===== src/rtl/divisor_sequencial.sv =====
// Sequential restoring shift-subtract divider: 2N-bit dividend / N-bit divisor -> N-bit quotient and remainder.
// Optional divide-by-zero flag port Dz is enabled by defining DIV_ZERO_FLAG_EN.
module divisor_sequencial #(
  parameter int N = 4
) (
  input  logic           Clk,
  input  logic           Rst_n,
  input  logic           St,
  input  logic [2*N-1:0] Dividendo,
  input  logic [N-1:0]   Divisor,
  output logic [N-1:0]   Quociente,
  output logic [N-1:0]   Resto,
  output logic           V,
  output logic           Idle,
  output logic           Done
`ifdef DIV_ZERO_FLAG_EN
  ,
  output logic           Dz
`endif
);

  localparam int CW = $clog2(N + 1);

  typedef enum logic [1:0] {
    IDLE,
    CHECK,
    ITER,
    DONE
  } state_t;

  state_t         state_reg;
  logic [2*N:0]   acc_reg;
  logic [2*N:0]   acc_next;
  logic [N-1:0]   dvs_reg;
  logic [CW-1:0]  cnt_reg;
  logic [N-1:0]   quo_reg;
  logic [N-1:0]   res_reg;
  logic           v_reg;
  logic           done_reg;
  logic [N:0]     trial;
`ifdef DIV_ZERO_FLAG_EN
  logic           dz_reg;
`endif

  // One restoring step: shift left, then subtract the divisor from the
  // upper N+1 bits when it fits, shifting a quotient 1 into bit 0.
  always_comb begin
    acc_next = acc_reg << 1;
    trial    = acc_next[2*N:N];
    if (trial >= {1'b0, dvs_reg}) begin
      acc_next[2*N:N] = trial - {1'b0, dvs_reg};
      acc_next[0]     = 1'b1;
    end
  end

  always_ff @(posedge Clk) begin
    if (!Rst_n) begin
      state_reg <= IDLE;
      acc_reg   <= '0;
      dvs_reg   <= '0;
      cnt_reg   <= '0;
      quo_reg   <= '0;
      res_reg   <= '0;
      v_reg     <= 1'b0;
      done_reg  <= 1'b0;
`ifdef DIV_ZERO_FLAG_EN
      dz_reg    <= 1'b0;
`endif
    end else begin
      case (state_reg)
        IDLE: begin
          done_reg <= 1'b0;
          if (St) begin
            acc_reg   <= {1'b0, Dividendo};
            dvs_reg   <= Divisor;
            v_reg     <= 1'b0;
`ifdef DIV_ZERO_FLAG_EN
            dz_reg    <= 1'b0;
`endif
            state_reg <= CHECK;
          end
        end
        CHECK: begin
          // Upper half not below the divisor means the quotient needs more
          // than N bits; a zero divisor always lands here.
          if (acc_reg[2*N-1:N] >= dvs_reg) begin
            v_reg     <= 1'b1;
            quo_reg   <= '0;
            res_reg   <= '0;
            done_reg  <= 1'b1;
`ifdef DIV_ZERO_FLAG_EN
            dz_reg    <= (dvs_reg == '0);
`endif
            state_reg <= DONE;
          end else begin
            cnt_reg   <= '0;
            state_reg <= ITER;
          end
        end
        ITER: begin
          acc_reg <= acc_next;
          cnt_reg <= cnt_reg + CW'(1);
          if (cnt_reg == CW'(N - 1)) begin
            quo_reg   <= acc_next[N-1:0];
            res_reg   <= acc_next[2*N-1:N];
            done_reg  <= 1'b1;
            state_reg <= DONE;
          end
        end
        DONE: begin
          done_reg  <= 1'b0;
          state_reg <= IDLE;
        end
        default: begin
          done_reg  <= 1'b0;
          state_reg <= IDLE;
        end
      endcase
    end
  end

  assign Quociente = quo_reg;
  assign Resto     = res_reg;
  assign V         = v_reg;
  assign Done      = done_reg;
  assign Idle      = (state_reg == IDLE);
`ifdef DIV_ZERO_FLAG_EN
  assign Dz        = dz_reg;
`endif

endmodule


===== config.mk =====
export PLATFORM = sky130hd
export DESIGN_NAME = divisor_sequencial
export DESIGN_NICKNAME = d
export VERILOG_FILES = /design/src/rtl/divisor_sequencial.sv
export SDC_FILE = /design/constraint.sdc
export NUM_CORES = 1
export LEC_CHECK = 0
export CAP_MARGIN = 5
export CORE_MARGIN = 4
export CORE_UTILIZATION = 55
export CTS_CLUSTER_DIAMETER = 100
export DETAILED_ROUTE_END_ITERATION = 8
export PLACE_DENSITY = 0.83
export SYNTH_ARGS = -nofsm -noshare
export SYNTH_HDL_FRONTEND = slang
export SYNTH_SLANG_ARGS = --single-unit

===== constraint.sdc =====
create_clock -name Clk -period 5.5 [get_ports Clk]
set_input_delay 0.55 -clock Clk [delete_from_list [all_inputs] [get_ports Clk]]
set_output_delay 0.55 -clock Clk [all_outputs]
set_load 0.005 [all_outputs]

### After elaboration in Yosys (flattened, before gate mapping)

Cells that the tools add are included.

* bits in registers: 27
* input bits: 15

* $add $sub $neg: 2
* magnitude comparators: 2
* equality and inequality tests: 8
* muxes and demuxes: 20
* reductions and logical operators: 12

Operators by type and width (number)
* two-way mux 4 bit: 4
* one-hot mux 4 bit (2 select lines): 2
* one-hot mux 8 bit (2 select lines): 1
* AND reduction 2 bit: 5
* two-way mux 8 bit: 1
* inequality test 2 bit, second input constant: 4
* one-hot mux 2 bit (4 select lines): 1
* one-hot mux 3 bit (2 select lines): 1
* AND reduction 3 bit: 2
* nonzero test 2 bit: 3
* >= comparator 5 x 4 -> 1 bit: 1
* two-way mux 1 bit: 5
* == test 2 bit, second input constant: 2
* >= comparator 4 bit: 1
* two-way mux 2 bit: 2
* subtractor 4 bit: 1
* adder 3 x 1 -> 3 bit, second input constant: 1
* == test 3 x 2 -> 1 bit, second input constant: 1
* two-way mux 3 bit: 1
* one-hot mux 1 bit (3 select lines): 1
* == test 2 x 1 -> 1 bit, second input constant: 1
* logical NOT 2 bit: 1
* one-hot mux 1 bit (2 select lines): 1
* OR reduction 2 bit: 1

### Longest topological paths before layout

Gate-level depths: netlist (run 1).

* depth after elaboration: 4
* mapped depth: 8
* depth with buffers taken out: 7

### Worst setup path before layout (run 1)

OpenSTA, ideal clock, no wires.

* path kind: flip-flop to flip-flop
* start: register dvs_reg[2]
* end: register acc_reg[4]
* setup time: 88 ps
* arrival time: 1807 ps
* data required time: 5412 ps
* path slack: 3605 ps
* cell stages (with the launch flop): 8
* period minus slack after synthesis: 1895 ps
* cell sequence: dfxtp_1 -> inv_1 -> ha_1 -> or4_1 -> a21oi_2 -> nor2_2 -> mux2_4 -> a311oi_2

* cells in the longest elaborated chain, start to end: 3

RTL lines
* start: declaration: line 34 `logic [N-1:0] dvs_reg;`
* start signal: assignment: line 75 `dvs_reg <= Divisor;`
* >= comparator 5 x 4 -> 1 bit: line 50 `if (trial >= {1'b0, dvs_reg}) begin`
* two-way mux 4 bit: line 50
* one-hot mux 8 bit (2 select lines): line 70 `case (state_reg)`
* end signal: assignment: line 74 `acc_reg <= {1'b0, Dividendo};`
* end signal: assignment: line 101 `acc_reg <= acc_next;`
* end: declaration: line 32 `logic [2*N:0] acc_reg;`

Every way passes these cells.
A chain may end at the register's enable or synchronous reset.

### Worst setup path after layout (run 1)

* start: register state_reg[0]
* end: register acc_reg[4]

* cells in the longest elaborated chain, start to end: 3
* elaborated cells between the ends (all ways): 6
* classes of those cells: eq/ne: 2; mux: 1; reduce/logical: 3

RTL lines
* start: declaration: line 31 `state_t state_reg;`
* start signal: assignment: line 58 `state_reg <= IDLE;`
* start signal: assignment: line 80 `state_reg <= CHECK;`
* start signal: assignment: line 94 `state_reg <= DONE;`
* == test 2 bit or logical NOT 2 bit (tied branches): line 70
* nonzero test 2 bit (no source line) or inequality test 2 bit (tied branches)
* AND reduction 2 bit (no source line)

Parallel ways exist; a longest one is shown, timed or not.

==> insert_results.sql, run 1 <==
INSERT INTO impl_metrics (metric_group, metric, value, unit) VALUES
('status', 'outcome', 'finished, final reports clean', ''),
('global_routing', 'first_global_vias', '1272', ''),
('route', 'wire_per_inst', '16.0', 'microns'),
('hold_path', 'hold_end', 'dvs_reg[2]$_SDFFE_PN0P_', ''),
('clock_tree', 'path_clk_slew', '130', 'ps'),
('floorplanning', 'design.die.area', '0.00353', 'sq mm'),
('worst_setup_path', 'crit_path_cell_trace', 'inv_1 > ha_1 > inv_1 > o21ai_1 > o21ai_0 > a311oi_2', ''),
('cells_and_area', 'drive_gt1_share', '5.85', '%'),
('clock_tree', 'cts_hold_buf', '0', ''),
('floorplanning', 'floorplan.rows', '18', ''),
('worst_setup_path', 'cpLargestDelayFamily', 'compound AO/OA/AOI/OAI gates', ''),
('timing', 'setup_repair_after_global_routing_missed_its_margin', 'false', ''),
('global_routing', 'grt.overflow.total', '0', ''),
('logic_synthesis', 'synth_seq_cells', '27', ''),
('logic_synthesis', 'synthesis.instances', '165', ''),
('timing', 'report.final.slew_viol_count', '0', ''),
('clock_tree', 'numCtsBuffers', '3', ''),
('floorplanning', 'floorplan.die.height', '59.4', 'microns'),
('pwr', 'vdd_drop_max', '0.000368', 'V'),
('clock_tree', 'worst_skew_pair_later_pin_latency', '320', 'ps'),
('worst_setup_path', 'worst-endpoint-arrival', '2970', 'ps'),
('floorplanning', 'io_pins', '26', ''),
('timing', 'layout_worst_path_cycle_share', '49.8', '%'),
('global_routing', 'grt_max_degree', '18', ''),
('worst_setup_path', 'path_class', 'flip-flop to flip-flop', ''),
('timing', 'worst_slew_pin_slew', '1060', 'ps'),
('clock_tree', 'post_cts_resize_count', '0', ''),
('cells_and_area', 'final_nets', '218', ''),
('worst_setup_path', 'worst_setup_path_end_kind', 'flip-flop', ''),
('placed_design', 'dp_hpwl', '2.74', 'mm'),
('logic_synthesis', 'distinct_cells_synth', '40', ''),
('worst_setup_path', 'worst_path_max_delay_cell', 'o21ai_1', ''),
('timing', 'finalClockSkew', '3.28', 'ps'),
('route', 'drt.antenna.violating_nets', '0', ''),
('clock_tree', 'postCtsSetupRepairBufs', '0', ''),
('global_routing', 'grt_usage', '22.4', '%'),
('route', 'drt_wl_total', '3.50', 'mm'),
('route', 'via_count', '1304', ''),
('hold_path', 'worst_hold_path.num_cells', '2', ''),
('timing', 'timing.setup.tns', '0', 'ps'),
('cells_and_area', 'antenna-diode-count', '0', ''),
('pwr', 'power_leakage', '0.660', 'nW'),
('route', 'detail_route.iter0.violations', '59', ''),
('logic_synthesis', 'synth_edf_count', '0', ''),
('cells_and_area', 'layout_commonest_cell', 'dfxtp_1', ''),
('logic_synthesis', 'ys_async_sr_fraction', '0', '%'),
('worst_setup_path', 'crit-reg2reg-capture', 'acc_reg[4]$_SDFFE_PN0P_', ''),
('placed_design', 'gp_routability_congestion', '0.863', ''),
('timing', 'final_hold_viol_count', '0', ''),
('route', 'first_pass_iters', '4', ''),
('hold_path', 'hold_class', 'flip-flop to flip-flop', ''),
('clock_tree', 'clock-sinks', '27', ''),
('cells_and_area', 'areaGrowthSynthToFinish', '19.9', '%'),
('clock_tree', 'buffer_type_at_the_clock_tree_root', 'clkbuf_4', ''),
('global_routing', 'antenna_found_initial', '0', ''),
('pwr', 'power-per-cell-area', '495', 'mW/mm^2'),
('worst_setup_path', 'worstReg2RegStart', 'state_reg[0]$_SDFFE_PN0P_', ''),
('logic_synthesis', 'synth.cell_area', '0.00146', 'sq mm'),
('worst_setup_path', 'path_buf_inv', '2', ''),
('flow_run', 'maxCapViolations', '0', ''),
('route', 'detail_route.drc_violations', '0', ''),
('timing', 'setup_viol', '0', ''),
('route', 'viasPerCell', '5.98', ''),
('logic_synthesis', 'synth_seq_area_share', '37.1', '%'),
('placed_design', 'numPortBuffers', '25', ''),
('floorplanning', 'horizontal_die_dimension', '59.4', 'microns'),
('worst_setup_path', 'slowest_delay', '880', 'ps'),
('logic_synthesis', 'synth_fp_nets', '194', ''),
('timing', 'timing.slew.headroom', '29.2', '%'),
('floorplanning', 'effective_utilization_at_floorplan', '58.2', '%'),
('worst_setup_path', 'timing.critical_path.fanout_max', '17', '');
stage by stage:
step	instances	area [sq um]	hold WS, ps	power (mW)	setup WS (ps)
detailed placement	214	1720	454	0.778	2750
global route	218	1750	501	0.942	2410
global placement	214	1720	449	0.751	2940
CTS	218	1750	482	0.859	2770
finish	218	1750	482	0.864	2760
floorplan	165	1460	436	0.647	3610
tightest hold or removal path, stage by stage, from the launching register on:
cell	delay [ps]
dfxtp_1	340
nand2_1	60
a21oi_1	60
per-layer routing:
metal,up-vias,track usage [%],wire length [microns]
met3,13,2.18,172
met1,595,28.5,1480
met2,43,38.1,1740
met5,-,0,0
met4,0,10.0,108
li1,653,-,-
synthesized netlist by cell type, drive strengths merged (2+ instances only):
cell type,number,area (sq um)
a211oi,3,22.5
a21o,2,15.0
a21oi,16,83.8
a22o,4,35.0
a31oi,4,25.0
clkbuf,5,18.8
dfxtp,27,541
ha,13,163
inv,12,45.0
mux2i,6,60.1
nand2,14,52.6
nand2b,5,31.3
nand3,9,45.0
nand4,2,12.5
nor2,8,32.5
nor3,2,10.0
o21ai,8,40.0
o22ai,3,18.8
o2bb2ai,3,26.3
or2,2,12.5
logic make-up after synthesis:
family                   share of synthesized area, %
XOR/XNOR                                        0.602
AND/OR/NAND/NOR                                  15.6
multiplexers                                     5.16
adder cells (fa/ha/maj)                          12.6
buffers and inverters                            4.99
AO/OA/AOI/OAI                                    24.0
flip-flops                                       37.1
area by class of cell:
type	count	area, sq um
clock buffer	4	26.3
tap	30	37.5
inverter	13	48.8
timing repair buffer	25	250
sequential	27	541
fill	200	754
multi-input combinational	119	842
worst max path at each step:
stage / endpoint / cells after the start
after floorplan: acc_reg[4]$_SDFFE_PN0P_ / 7
after global placement: Resto[0]$_SDFFE_PN0P_ / 4
after detailed placement: Resto[0]$_SDFFE_PN0P_ / 4
after CTS: acc_reg[4]$_SDFFE_PN0P_ / 6
after global routing: acc_reg[4]$_SDFFE_PN0P_ / 6
final: acc_reg[4]$_SDFFE_PN0P_ / 6
report_power, final:
group          internal [mW]  leakage [nW]  total (mW)  switching [mW]
Combinational          0.207         0.424       0.498           0.291
Sequential             0.241         0.220       0.283          0.0422
Clock                 0.0284        0.0150      0.0830          0.0546
Total                  0.476         0.660       0.864           0.388
No activity file was read; power rests on OpenSTA's default activity.
==> run 2, diff against run 1 <==
--- a/config.mk
+++ b/config.mk
@@ -7,10 +7,10 @@
 export LEC_CHECK = 0
 export CAP_MARGIN = 5
 export CORE_MARGIN = 4
-export CORE_UTILIZATION = 55
+export CORE_UTILIZATION = 51
 export CTS_CLUSTER_DIAMETER = 100
 export DETAILED_ROUTE_END_ITERATION = 8
-export PLACE_DENSITY = 0.83
+export PLACE_DENSITY = 0.78
 export SYNTH_ARGS = -nofsm -noshare
 export SYNTH_HDL_FRONTEND = slang
 export SYNTH_SLANG_ARGS = --single-unit
==> constraint.sdc (replaced) <==
create_clock -name Clk -period 2.58 [get_ports Clk]
set_input_delay 0.258 -clock Clk [delete_from_list [all_inputs] [get_ports Clk]]
set_output_delay 0.258 -clock Clk [all_outputs]
set_load 0.005 [all_outputs]
==> insert_results.sql, run 2 (synthesized netlist as in run 1, its figures left out) <==
INSERT INTO impl_metrics (metric_group, metric, value, unit) VALUES
('clock_tree', 'cts_hold_buf', '0', ''),
('floorplanning', 'floorplan.rows', '19', ''),
('route', 'viasPerCell', '5.90', ''),
('clock_tree', 'path_clk_slew', '160', 'ps'),
('cells_and_area', 'antenna-diode-count', '0', ''),
('pwr', 'power-per-cell-area', '1060', 'mW/mm^2'),
('timing', 'timing.slew.headroom', '54.8', '%'),
('timing', 'setup_viol', '0', ''),
('worst_setup_path', 'timing.critical_path.fanout_max', '8', ''),
('route', 'drt_wl_total', '3.51', 'mm'),
('clock_tree', 'postCtsSetupRepairBufs', '0', ''),
('floorplanning', 'io_pins', '26', ''),
('timing', 'finalClockSkew', '1.83', 'ps'),
('global_routing', 'grt.overflow.total', '0', ''),
('floorplanning', 'floorplan.die.height', '61.4', 'microns'),
('hold_path', 'hold_class', 'input port to flip-flop', ''),
('pwr', 'vdd_drop_max', '0.000815', 'V'),
('floorplanning', 'coreArea', '0.00273', 'sq mm'),
('floorplanning', 'design.die.area', '0.00377', 'sq mm'),
('clock_tree', 'clock-sinks', '27', ''),
('timing', 'report.final.slew_viol_count', '0', ''),
('worst_setup_path', 'worst_setup_path_end_kind', 'flip-flop', ''),
('timing', 'fmaxAchievable', '0.445', 'GHz'),
('global_routing', 'grt_pass1_wl', '5.50', 'mm'),
('worst_setup_path', 'slowest_delay', '580', 'ps'),
('timing', 'period_minus_slack', '2250', 'ps'),
('worst_setup_path', 'worstReg2RegStart', 'acc_reg[4]$_SDFFE_PN0P_', ''),
('global_routing', 'grt_usage', '19.9', '%'),
('route', 'first_pass_iters', '4', ''),
('global_routing', 'antenna_found_initial', '0', ''),
('placed_design', 'numPortBuffers', '25', ''),
('placed_design', 'dp_hpwl', '2.69', 'mm'),
('timing', 'setup_repair_after_global_routing_missed_its_margin', 'false', ''),
('pwr', 'power_leakage', '0.674', 'nW'),
('worst_setup_path', 'r2r_slack', '330', 'ps'),
('worst_setup_path', 'ff2ff_path_depth', '7', ''),
('route', 'wire_per_inst', '15.8', 'microns'),
('worst_setup_path', 'worst-endpoint-arrival', '2550', 'ps'),
('route', 'detail_route.drc_violations', '0', ''),
('worst_setup_path', 'crit-reg2reg-capture', 'Resto[0]$_SDFFE_PN0P_', ''),
('cells_and_area', 'finalNonFillerCells', '222', ''),
('placed_design', 'place_inst', '218', ''),
('worst_setup_path', 'startpoint_type', 'flip-flop', ''),
('route', 'drt-met1-wl', '1.52', 'mm'),
('worst_setup_path', 'crit_path_cell_trace', 'inv_1 > ha_1 > nand2b_1 > a21oi_1 > o211ai_1 > a31oi_1 > a2bb2o_2', ''),
('cells_and_area', 'drive_gt1_share', '7.85', '%'),
('timing', 'worst_slew_pin_slew', '671', 'ps'),
('placed_design', 'gp_routability_congestion', '0.823', ''),
('worst_setup_path', 'worst_path_max_delay_cell', 'a31oi_1', ''),
('floorplanning', 'horizontal_die_dimension', '61.4', 'microns'),
('cells_and_area', 'final_nets', '221', ''),
('placed_design', 'postPlaceCellArea', '0.00174', 'sq mm'),
('route', 'detailroute.wirelength.met2', '1.80', 'mm'),
('placed_design', 'dp_slack', '403', 'ps'),
('route', 'detail_route.iter0.violations', '86', ''),
('hold_path', 'worst_hold_path.num_cells', '3', ''),
('pwr', 'post-layout-total-power', '1.87', 'mW'),
('clock_tree', 'buffer_type_at_the_clock_tree_root', 'clkbuf_4', ''),
('floorplanning', 'effective_utilization_at_floorplan', '53.2', '%'),
('timing', 'timing.setup.tns', '0', 'ps'),
('worst_setup_path', 'path_class', 'flip-flop to flip-flop', ''),
('timing', 'layout_worst_path_cycle_share', '87.2', '%'),
('cells_and_area', 'layout_commonest_cell', 'dfxtp_1', ''),
('route', 'maxUsedRoutingLayer', 'met4', ''),
('worst_setup_path', 'required', '2880', 'ps'),
('cells_and_area', 'areaGrowthSynthToFinish', '21.8', '%'),
('hold_path', 'hp-start', 'Divisor[1]', ''),
('clock_tree', 'cts_tree', 'done', ''),
('cells_and_area', 'finalInstanceArea', '0.00177', 'sq mm'),
('timing', 'post-route-worst-setup-slack', '331', 'ps'),
('cells_and_area', 'largest_register_ffs', '8', ''),
('timing', 'final_hold_viol_count', '0', ''),
('clock_tree', 'numCtsBuffers', '3', ''),
('clock_tree', 'cts_max_path_buffers', '2', ''),
('flow_run', 'maxCapViolations', '0', ''),
('route', 'drt.antenna.violating_nets', '0', ''),
('cells_and_area', 'most-common-layout-cells', 'dfxtp_1 (27), clkdlybuf4s50_1 (25), a21oi_1 (15), nand2_1 (14), ha_1 (13)', ''),
('clock_tree', 'clock_tree.htree_level_count', '1', ''),
('route', 'met3_length', '154', 'microns'),
('global_routing', 'grt_max_degree', '18', ''),
('worst_setup_path', 'cp-startpoint', 'acc_reg[4]$_SDFFE_PN0P_', ''),
('global_routing', 'first_global_vias', '1235', ''),
('route', 'via_count', '1309', ''),
('clock_tree', 'worst_skew_pair_later_pin_latency', '340', 'ps'),
('clock_tree', 'post_cts_resize_count', '0', ''),
('status', 'outcome', 'finished, final reports clean', ''),
('hold_path', 'hold_end', 'dvs_reg[1]$_SDFFE_PN0P_', '');
==> run 2: cell types whose count changed in the layout (fill, tap and decap cells not counted) <==
cell / previous run / this run
clkinvlp_4: 0 / 1
clkbuf_1: 1 / 0
buf_4: 0 / 3
==> run 2: final cells by class <==
type	instances	area [sq um]
Fill cell	254	961
Multi-Input combinational cell	119	842
Sequential cell	27	541
Timing Repair Buffer	28	273
Inverter	13	48.8
Tap cell	31	38.8
Clock buffer	3	22.5
Clock inverter	1	7.51
==> run 2: worst max-delay path by stage <==
stage,cells after the start,end
floorplan,7,acc_reg[4]$_SDFFE_PN0P_
global placement,7,Resto[0]$_SDFFE_PN0P_
detailed placement,7,Resto[0]$_SDFFE_PN0P_
CTS,7,Resto[0]$_SDFFE_PN0P_
global route,7,Resto[0]$_SDFFE_PN0P_
finish,7,Resto[0]$_SDFFE_PN0P_
==> run 2: metal layers <==
layer,global-route usage (%),up-vias
li1,-,650
met1,22.9,628
met2,37.2,27
met3,2.52,4
met4,7.27,0
met5,0,-
==> run 2: report_power, final <==
part	switching [mW]	total [mW]	internal, mW
Combinational	0.619	1.08	0.458
Sequential	0.0875	0.601	0.513
Clock	0.137	0.197	0.0595
Total	0.843	1.87	1.03
==> run 2: critical path: cells and delay by family (launching register included) <==
kind,cells,cell delay (ps)
AOI/OAI and AO/OA,4,1260
DFF,1,450
adders and majority gates,1,280
and+or+nand+nor,1,140
buffers and inverters,1,70
==> run 2: per-stage QoR <==
stage	util [%]	hold slack (ps)
after floorplan	-	405
after global placement	63.8	450
after detailed placement	63.8	451
after CTS	64.9	458
after global routing	64.9	455
final	64.9	466
